--- src/rtl/boids_pkg.sv ---
// rtl/boids_pkg.sv - shared constants, boid position record and writer FSM states
package boids_pkg;

    localparam int SCREEN_W   = 640;
    localparam int SCREEN_H   = 480;
    localparam int ADDR_WIDTH = 20;
    localparam int DATA_WIDTH = 9;

    localparam logic [DATA_WIDTH-1:0] BOID_COLOR = 9'd42;
    localparam logic [DATA_WIDTH-1:0] BG_COLOR   = 9'd31;

    typedef struct packed {
        logic [9:0] x;
        logic [8:0] y;
        logic       en;
    } boid_pos_t;

    typedef enum logic [1:0] {
        IDLE,
        ERASE,
        DRAW,
        DONE
    } fb_state_t;

endpackage

--- src/rtl/sprite_scan_counter.sv ---
// rtl/sprite_scan_counter.sv - nested slot/dy/dx sprite pixel counter with last-pixel flag
module sprite_scan_counter #(
    parameter int N_SLOTS = 16,
    parameter int SIZE    = 2,
    localparam int SLOT_W = (N_SLOTS > 1) ? $clog2(N_SLOTS) : 1,
    localparam int SZ_W   = (SIZE > 1) ? $clog2(SIZE) : 1
) (
    input  logic              i_clk,
    input  logic              i_rst,
    input  logic              i_clear,
    input  logic              i_advance,
    output logic [SLOT_W-1:0] o_slot,
    output logic [SZ_W-1:0]   o_dy,
    output logic [SZ_W-1:0]   o_dx,
    output logic              o_last
);

    localparam logic [SZ_W-1:0]   D_MAX    = SZ_W'(SIZE - 1);
    localparam logic [SLOT_W-1:0] SLOT_MAX = SLOT_W'(N_SLOTS - 1);

    logic [SLOT_W-1:0] r_slot;
    logic [SZ_W-1:0]   r_dy;
    logic [SZ_W-1:0]   r_dx;

    assign o_slot = r_slot;
    assign o_dy   = r_dy;
    assign o_dx   = r_dx;
    assign o_last = (r_slot == SLOT_MAX) && (r_dy == D_MAX) && (r_dx == D_MAX);

    // Wraps back to zero after the last pixel so the next phase starts clean.
    always_ff @(posedge i_clk or posedge i_rst) begin
        if (i_rst) begin
            r_slot <= '0;
            r_dy   <= '0;
            r_dx   <= '0;
        end else if (i_clear) begin
            r_slot <= '0;
            r_dy   <= '0;
            r_dx   <= '0;
        end else if (i_advance) begin
            if (r_dx == D_MAX) begin
                r_dx <= '0;
                if (r_dy == D_MAX) begin
                    r_dy   <= '0;
                    r_slot <= (r_slot == SLOT_MAX) ? '0 : r_slot + 1'b1;
                end else begin
                    r_dy <= r_dy + 1'b1;
                end
            end else begin
                r_dx <= r_dx + 1'b1;
            end
        end
    end

endmodule

--- src/rtl/boid_fb_writer.sv ---
// rtl/boid_fb_writer.sv - per-frame erase/redraw of boid sprites into the framebuffer write port
module boid_fb_writer
    import boids_pkg::*;
#(
    parameter int N_BOIDS   = 16,
    parameter int BOID_SIZE = 2,
    localparam int IDX_W    = (N_BOIDS > 1) ? $clog2(N_BOIDS) : 1,
    localparam int SZ_W     = (BOID_SIZE > 1) ? $clog2(BOID_SIZE) : 1
) (
    input  logic                  i_clk,
    input  logic                  i_reset,
    input  logic                  i_frame_start,
    input  logic                  i_pos_wen,
    input  logic [IDX_W-1:0]      i_pos_idx,
    input  logic [9:0]            i_pos_x,
    input  logic [8:0]            i_pos_y,
    input  logic                  i_pos_en,
    output logic [ADDR_WIDTH-1:0] o_fb_addr,
    output logic [DATA_WIDTH-1:0] o_fb_data,
    output logic                  o_fb_wen,
    output logic                  o_busy,
    output logic                  o_done,
    output logic                  o_overrun
);

    boid_pos_t r_shadow [N_BOIDS];
    boid_pos_t r_cur    [N_BOIDS];
    boid_pos_t r_drawn  [N_BOIDS];
    fb_state_t r_state;

    logic [IDX_W-1:0]      w_slot;
    logic [SZ_W-1:0]       w_dy;
    logic [SZ_W-1:0]       w_dx;
    logic                  w_last;
    logic                  w_start;
    logic                  w_scanning;
    boid_pos_t             w_ent;
    logic [10:0]           w_sx;
    logic [9:0]            w_sy;
    logic                  w_in_bounds;
    logic [ADDR_WIDTH-1:0] w_addr;

    assign w_start    = (r_state == IDLE) && i_frame_start;
    assign w_scanning = (r_state == ERASE) || (r_state == DRAW);

    sprite_scan_counter #(
        .N_SLOTS (N_BOIDS),
        .SIZE    (BOID_SIZE)
    ) u_scan (
        .i_clk     (i_clk),
        .i_rst     (i_reset),
        .i_clear   (w_start),
        .i_advance (w_scanning),
        .o_slot    (w_slot),
        .o_dy      (w_dy),
        .o_dx      (w_dx),
        .o_last    (w_last)
    );

    // Widened sums so a sprite near 1023/511 clips instead of wrapping to the left/top.
    always_comb begin
        w_ent       = (r_state == ERASE) ? r_drawn[w_slot] : r_cur[w_slot];
        w_sx        = {1'b0, w_ent.x} + 11'(w_dx);
        w_sy        = {1'b0, w_ent.y} + 10'(w_dy);
        w_in_bounds = (w_sx < 11'(SCREEN_W)) && (w_sy < 10'(SCREEN_H));
        w_addr      = ADDR_WIDTH'(w_sx) + ADDR_WIDTH'(w_sy) * ADDR_WIDTH'(SCREEN_W);
    end

    always_ff @(posedge i_clk or posedge i_reset) begin
        if (i_reset) begin
            for (int i = 0; i < N_BOIDS; i++) begin
                r_shadow[i] <= '0;
                r_cur[i]    <= '0;
                r_drawn[i]  <= '0;
            end
            r_state   <= IDLE;
            o_fb_addr <= '0;
            o_fb_data <= '0;
            o_fb_wen  <= 1'b0;
            o_busy    <= 1'b0;
            o_done    <= 1'b0;
            o_overrun <= 1'b0;
        end else begin
            if (i_pos_wen) begin
                r_shadow[i_pos_idx] <= '{x: i_pos_x, y: i_pos_y, en: i_pos_en};
            end
            if (i_frame_start && (r_state != IDLE)) begin
                o_overrun <= 1'b1;
            end
            o_fb_wen <= 1'b0;
            o_done   <= 1'b0;
            case (r_state)
                IDLE: begin
                    if (i_frame_start) begin
                        r_cur   <= r_shadow;
                        r_state <= ERASE;
                    end
                end
                ERASE, DRAW: begin
                    o_busy    <= 1'b1;
                    o_fb_wen  <= w_ent.en && w_in_bounds;
                    o_fb_addr <= w_addr;
                    o_fb_data <= (r_state == ERASE) ? BG_COLOR : BOID_COLOR;
                    if (w_last) begin
                        r_state <= (r_state == ERASE) ? DRAW : DONE;
                    end
                end
                DONE: begin
                    r_drawn <= r_cur;
                    o_busy  <= 1'b0;
                    o_done  <= 1'b1;
                    r_state <= IDLE;
                end
                default: r_state <= IDLE;
            endcase
        end
    end

endmodule

--- config.mk ---
export PLATFORM = sky130hd
export DESIGN_NAME = boid_fb_writer
export DESIGN_NICKNAME = d
export VERILOG_FILES = /design/src/rtl/boids_pkg.sv /design/src/rtl/sprite_scan_counter.sv /design/src/rtl/boid_fb_writer.sv
export SDC_FILE = /design/constraint.sdc
export NUM_CORES = 2
export LEC_CHECK = 0
export CAP_MARGIN = 25
export CORE_MARGIN = 1
export CORE_UTILIZATION = 35
export CTS_CLUSTER_SIZE = 40
export DETAILED_ROUTE_END_ITERATION = 12
export PLACE_DENSITY_LB_ADDON = 0.25
export SLEW_MARGIN = 5
export SYNTH_ARGS = -nofsm -noshare
export SYNTH_HDL_FRONTEND = slang
export SYNTH_HIERARCHICAL = 1
export SYNTH_SLANG_ARGS = --single-unit
--- constraint.sdc ---
create_clock -name i_clk -period 44.1 [get_ports i_clk]
set_input_delay 11.025 -clock i_clk [delete_from_list [all_inputs] [get_ports i_clk]]
set_output_delay 11.025 -clock i_clk [all_outputs]
set_load 0.01 [all_outputs]
-- Yosys cells after proc, flatten, opt, wreduce, memory -nomap -nowiden
Cells that the tools add are included.
- bits in registers: 1001
- input bits: 28
- output and inout bits: 33
- word-level logic and storage cells: 223
- add/subtract/negate cells: 6
- $mul: 1
- order comparisons: 5
- equal/unequal tests: 6
- mux-type cells: 30
- bitwise gates (word level): 2
- reductions and logical operators: 19
- operators with widths (kind ; count):
    bitwise mux 320 bit ; 1
    binary-select mux 20 bit (select 4 bit) ; 2
    two-way mux 20 bit ; 6
    demux 20 bit (select 4 bit) ; 1
    adder 11 x 20 -> 20 bit ; 1
    two-way mux 4 bit ; 5
    multiplier 10 x 3 -> 13 bit, second input constant ; 1
    adder 10 x 1 -> 11 bit ; 1
    < comparator 11 x 10 -> 1 bit, second input constant ; 1
    adder 9 x 1 -> 10 bit ; 1
    greater-or-equal comparator 5 bit, second input constant ; 2
    < comparator 10 x 9 -> 1 bit, second input constant ; 1
    two-way mux 1 bit ; 10
    NOT 4 -> 5 bit ; 2
    nonzero test 2 bit ; 5
    logical AND 1 bit ; 7
    two-way mux 6 bit ; 1
    case mux 2 bit (3 select lines) ; 1
    AND reduction 2 bit ; 3
    < comparator 5 x 1 -> 1 bit, second input constant ; 1
    adder 4 x 1 -> 4 bit, second input constant ; 1
    == test 2 bit, second input constant ; 2
    == test 4 bit, second input constant ; 1
    two-way mux 2 bit ; 2
    9 further kinds ; 10

-- Logic depth before layout (Yosys ltp)
- word-level depth: 10
- gate-level depth with buffers: 25
- depth with buffers taken out: 20

-- Modules after synthesis
The synthesis kept the hierarchy.
- modules (own cells, without submodules) (module ; times used ; cells an instance ; area an instance (um^2) ; sequential area each (um^2)):
    boid_fb_writer ; 1 ; 2731 ; 43183.9 ; 24748.7
    sprite_scan_counter ; 1 ; 31 ; 302.8 ; 150.1

-- Worst setup path after synthesis
No wires, ideal clock.
- path type: input to register
- start: input port i_frame_start
- end: register r_cur[10] (netlist name)
- setup time: 125 ps
- arrival time: 12411 ps
- required time: 43975 ps
- path slack: 31565 ps
- stages on the path: 5
- path buffers: 3
- path through: and2_1 -> clkbuf_1 -> clkbuf_1 -> clkbuf_1 -> mux2_2
- word-level cells in the longest chain between the ends: 1
- ends and longest elaborated chain (item ; line ; source):
    start, declared ; boid_fb_writer.sv:12 ; input logic i_frame_start,
    AND reduction 2 bit (no source line) ; n/a ;
    end signal, assigned ; boid_fb_writer.sv:95 ; r_cur <= r_shadow;
    end, declared ; boid_fb_writer.sv:27 ; boid_pos_t r_cur [N_BOIDS];
Every way passes these cells.
A chain may end at the register's enable or synchronous reset.

-- Final worst setup path
- start: input port i_frame_start
- end: register r_cur[155] (netlist name)
Same word-level chain as after synthesis.

==> impl_metrics.py <==
metrics = {
    "setup_path": {
        "critPathLaunch": "i_frame_start",
        "start_kind": "primary input",
        "worstPathMaxFanout": 165,
        "max_stage_delay_ps": 790,
        "cp_slowest_cell": "buf_4",
        "regToRegSetupSlack_ps": 36510,
        "worstPathRequired_ps": 44630,
        "r2r-start": "u_scan/o_slot[1]",
        "arrival_ps": 15200,
        "crit_family": "buffers and inverters",
        "cp_num_buf_inv": 4,
        "reg2regPathDepth": 20,
        "worstSetupEndpointType": "flop",
        "cpMostUsedCell": "buf_4",
        "worstSetupPathType": "in -> reg",
        "cp_cell_sequence": "clkdlybuf4s50_1 -> and2_4 -> buf_4 -> buf_4 -> buf_12 -> mux2_2",
        "worstReg2RegEnd": "o_fb_addr[18]",
    },
    "global_route": {
        "grt_pass1_wl_um": 161000,
        "top_usage_layer": "met2",
        "grt_max_degree": 182,
        "antenna_found_initial": 6,
        "grt_usage_pct": 16.7,
        "grt_pass1_vias": 26000,
        "groute.layer.met3.usage_pct": 2.80,
        "met2_usage_pct": 27.7,
        "grtUsageMet1_pct": 22.5,
        "overflow": 0,
    },
    "synth": {
        "avgSynthCellArea_um2": 15.7,
        "ys_seq_area_share_pct": 57.3,
        "netlist_instances": 2762,
        "ys_warn_count": 6,
        "synth_area_mm2": 0.0435,
        "ys_async_sr_fraction_pct": 100,
        "synth_edf_count": 0,
        "yosysUniqueCellTypes": 77,
        "ys.flop_type": "dfrtp_1",
        "ys_ff_latch": 995,
    },
    "finish": {
        "synthToLayoutAreaGrowth_pct": 14.1,
        "mostFrequentLayoutCells": "dfrtp_1 (992), mux2_2 (977), mux4_2 (140), clkbuf_16 (104), mux2i_1 (67)",
        "drive_gt1_share_pct": 48.7,
        "n_antenna_cell": 0,
        "utilization_pct": 40.5,
        "layout_commonest_cell": "dfrtp_1",
        "final_nets": 2849,
    },
    "clock_network": {
        "cts_max_path_buffers": 3,
        "cts_resized": 0,
        "clk_latency_ps": 670,
        "cts_made_buffers": 103,
        "hold_buffers": 0,
        "clk_pin_slew_ps": 60,
        "root_buffer": "clkbuf_16",
        "cts_max_level": 3,
        "clock_sinks": 995,
        "cts_tree": "yes",
        "postCtsSetupRepairBufs": 0,
    },
    "floorplan": {
        "rows": 128,
        "die_w_um": 354,
        "start_util_pct": 35.5,
        "core_mm2": 0.123,
        "io_pins": 61,
        "die_y_um": 354,
        "dieArea_mm2": 0.126,
    },
    "timing": {
        "finalCriticalPeriod_ps": 14660,
        "finalHoldViolCount": 0,
        "clock_skew_ps": 22.8,
        "worst_pin_slew_ps": 1080,
        "fin_crit_sh_pct": 33.3,
        "fmax_mhz": 68.2,
        "finalSetupViolCount": 0,
        "slew_headroom_pct": 27.9,
        "rsz0062_at_grt": "no",
        "setup_tns_ps": 0,
        "slew_violations": 0,
    },
    "routing": {
        "drtAntennaViolNets": 0,
        "drt_first_iter_violations": 1335,
        "via_per_inst": 5.22,
        "first_pass_iters": 4,
        "wl_um": 103000,
        "drc": 0,
        "routedWlPerCell_um": 22.8,
        "dr_total_vias": 23500,
    },
    "hold_path": {
        "holdPathEnd": "o_overrun",
        "hold_path_startpoint": "o_overrun",
        "hold_class": "reg -> reg",
        "holdPathStages": 1,
    },
    "outcome": {
        "outcome": "completed",
    },
    "placed_design": {
        "place.port_buffers": 57,
        "dp_hpwl_um": 60200,
        "gp_congestion": 0.759,
    },
    "job": {
        "drv_cap": 0,
    },
    "power_and_ir_drop": {
        "cellPowerDensity_mw_per_mm2": 41.6,
        "p_leak_nw": 23.1,
        "ir_drop_mv": 0.0266,
    },
}
-- where the power goes --
group / switching, mW / internal, mW
clock network: 0.370 / 0.579
logic: 0.0444 / 0.0554
registers: 0.0321 / 0.981
-- worst max-delay path by stage --
stage                       to  slack, ps  depth (start not counted)
global placement     r_cur[94]      28820                          6
CTS                 r_cur[151]      29400                          6
detailed placement  r_cur[292]      28710                          6
global route         r_cur[72]      29200                          6
floorplan               o_busy       5250                          1
finish              r_cur[155]      29440                          6
-- logic make-up after synthesis --
logic type	after synthesis	share of synthesized area, %
mux	1188	34.3
flops	995	57.3
buf+inv	210	2.37
simple gates	178	2.42
compound gates	128	2.08
fa+ha+maj	32	0.955
xor+xnor	30	0.604
other cells	1	0.00862
-- state kept, by name, indices dropped and copies added (netlist names) --
name / cells
r_cur: 320
u_scan/o_dx: 1
o_fb_wen: 1
o_fb_addr: 20
o_overrun: 1
r_state: 2
o_busy: 1
u_scan/o_dy: 1
o_done: 1
r_shadow: 320
r_drawn: 320
o_fb_data: 3
u_scan/o_slot: 4
-- Yosys cell counts, types with 6 or more instances --
cell type	count	area share, %
nor2_1	39	0.34
o21a_1	6	0.10
mux2i_1	67	1.5
buf_2	14	0.16
a21o_1	10	0.17
buf_6	16	0.41
mux2_2	977	25
nand2_1	23	0.20
nand3b_1	8	0.14
ha_1	30	0.86
clkbuf_1	122	1.1
dfrtp_1	995	57
mux4_2	140	7.3
xor2_1	13	0.26
o22ai_1	13	0.19
nand3_1	29	0.33
inv_1	18	0.16
a22oi_1	30	0.52
xnor2_1	17	0.34
nand2b_1	9	0.13
buf_4	18	0.31
a21oi_1	20	0.23
o21ai_0	10	0.12
nor2b_1	9	0.13
nand4_1	7	0.10
or3_1	7	0.10
buf_1	17	0.15
-- layout make-up --
cell class,count,area [um^2]
Tap cell,1625,2030
Sequential cell,995,24900
Inverter,20,82.6
Clock inverter,47,693
Clock buffer,148,3110
Multi-Input combinational cell,1559,17700
Fill cell,11100,72900
Timing Repair Buffer,110,1120
-- layer usage --
metal,vias to the layer above,routed length (um)
met5,-,32
met4,6,2460
met3,138,3490
met2,314,49900
met1,12800,46800
li1,10200,-
-- stage by stage --
step | instance area [um^2] | total power, mW | std cells | worst slack (ps) | hold slack (ps)
after floorplan | 43500 | 1.10 | 2764 | 5250 | 472
after global placement | 45700 | 1.12 | 4303 | 28820 | 438
after detailed placement | 45700 | 1.13 | 4304 | 28710 | 452
after CTS | 49500 | 2.09 | 4499 | 29400 | 466
after global routing | 49600 | 2.15 | 4504 | 29200 | 483
final | 49600 | 2.06 | 4504 | 29440 | 460
No activity file was read; power rests on OpenSTA's default activity.
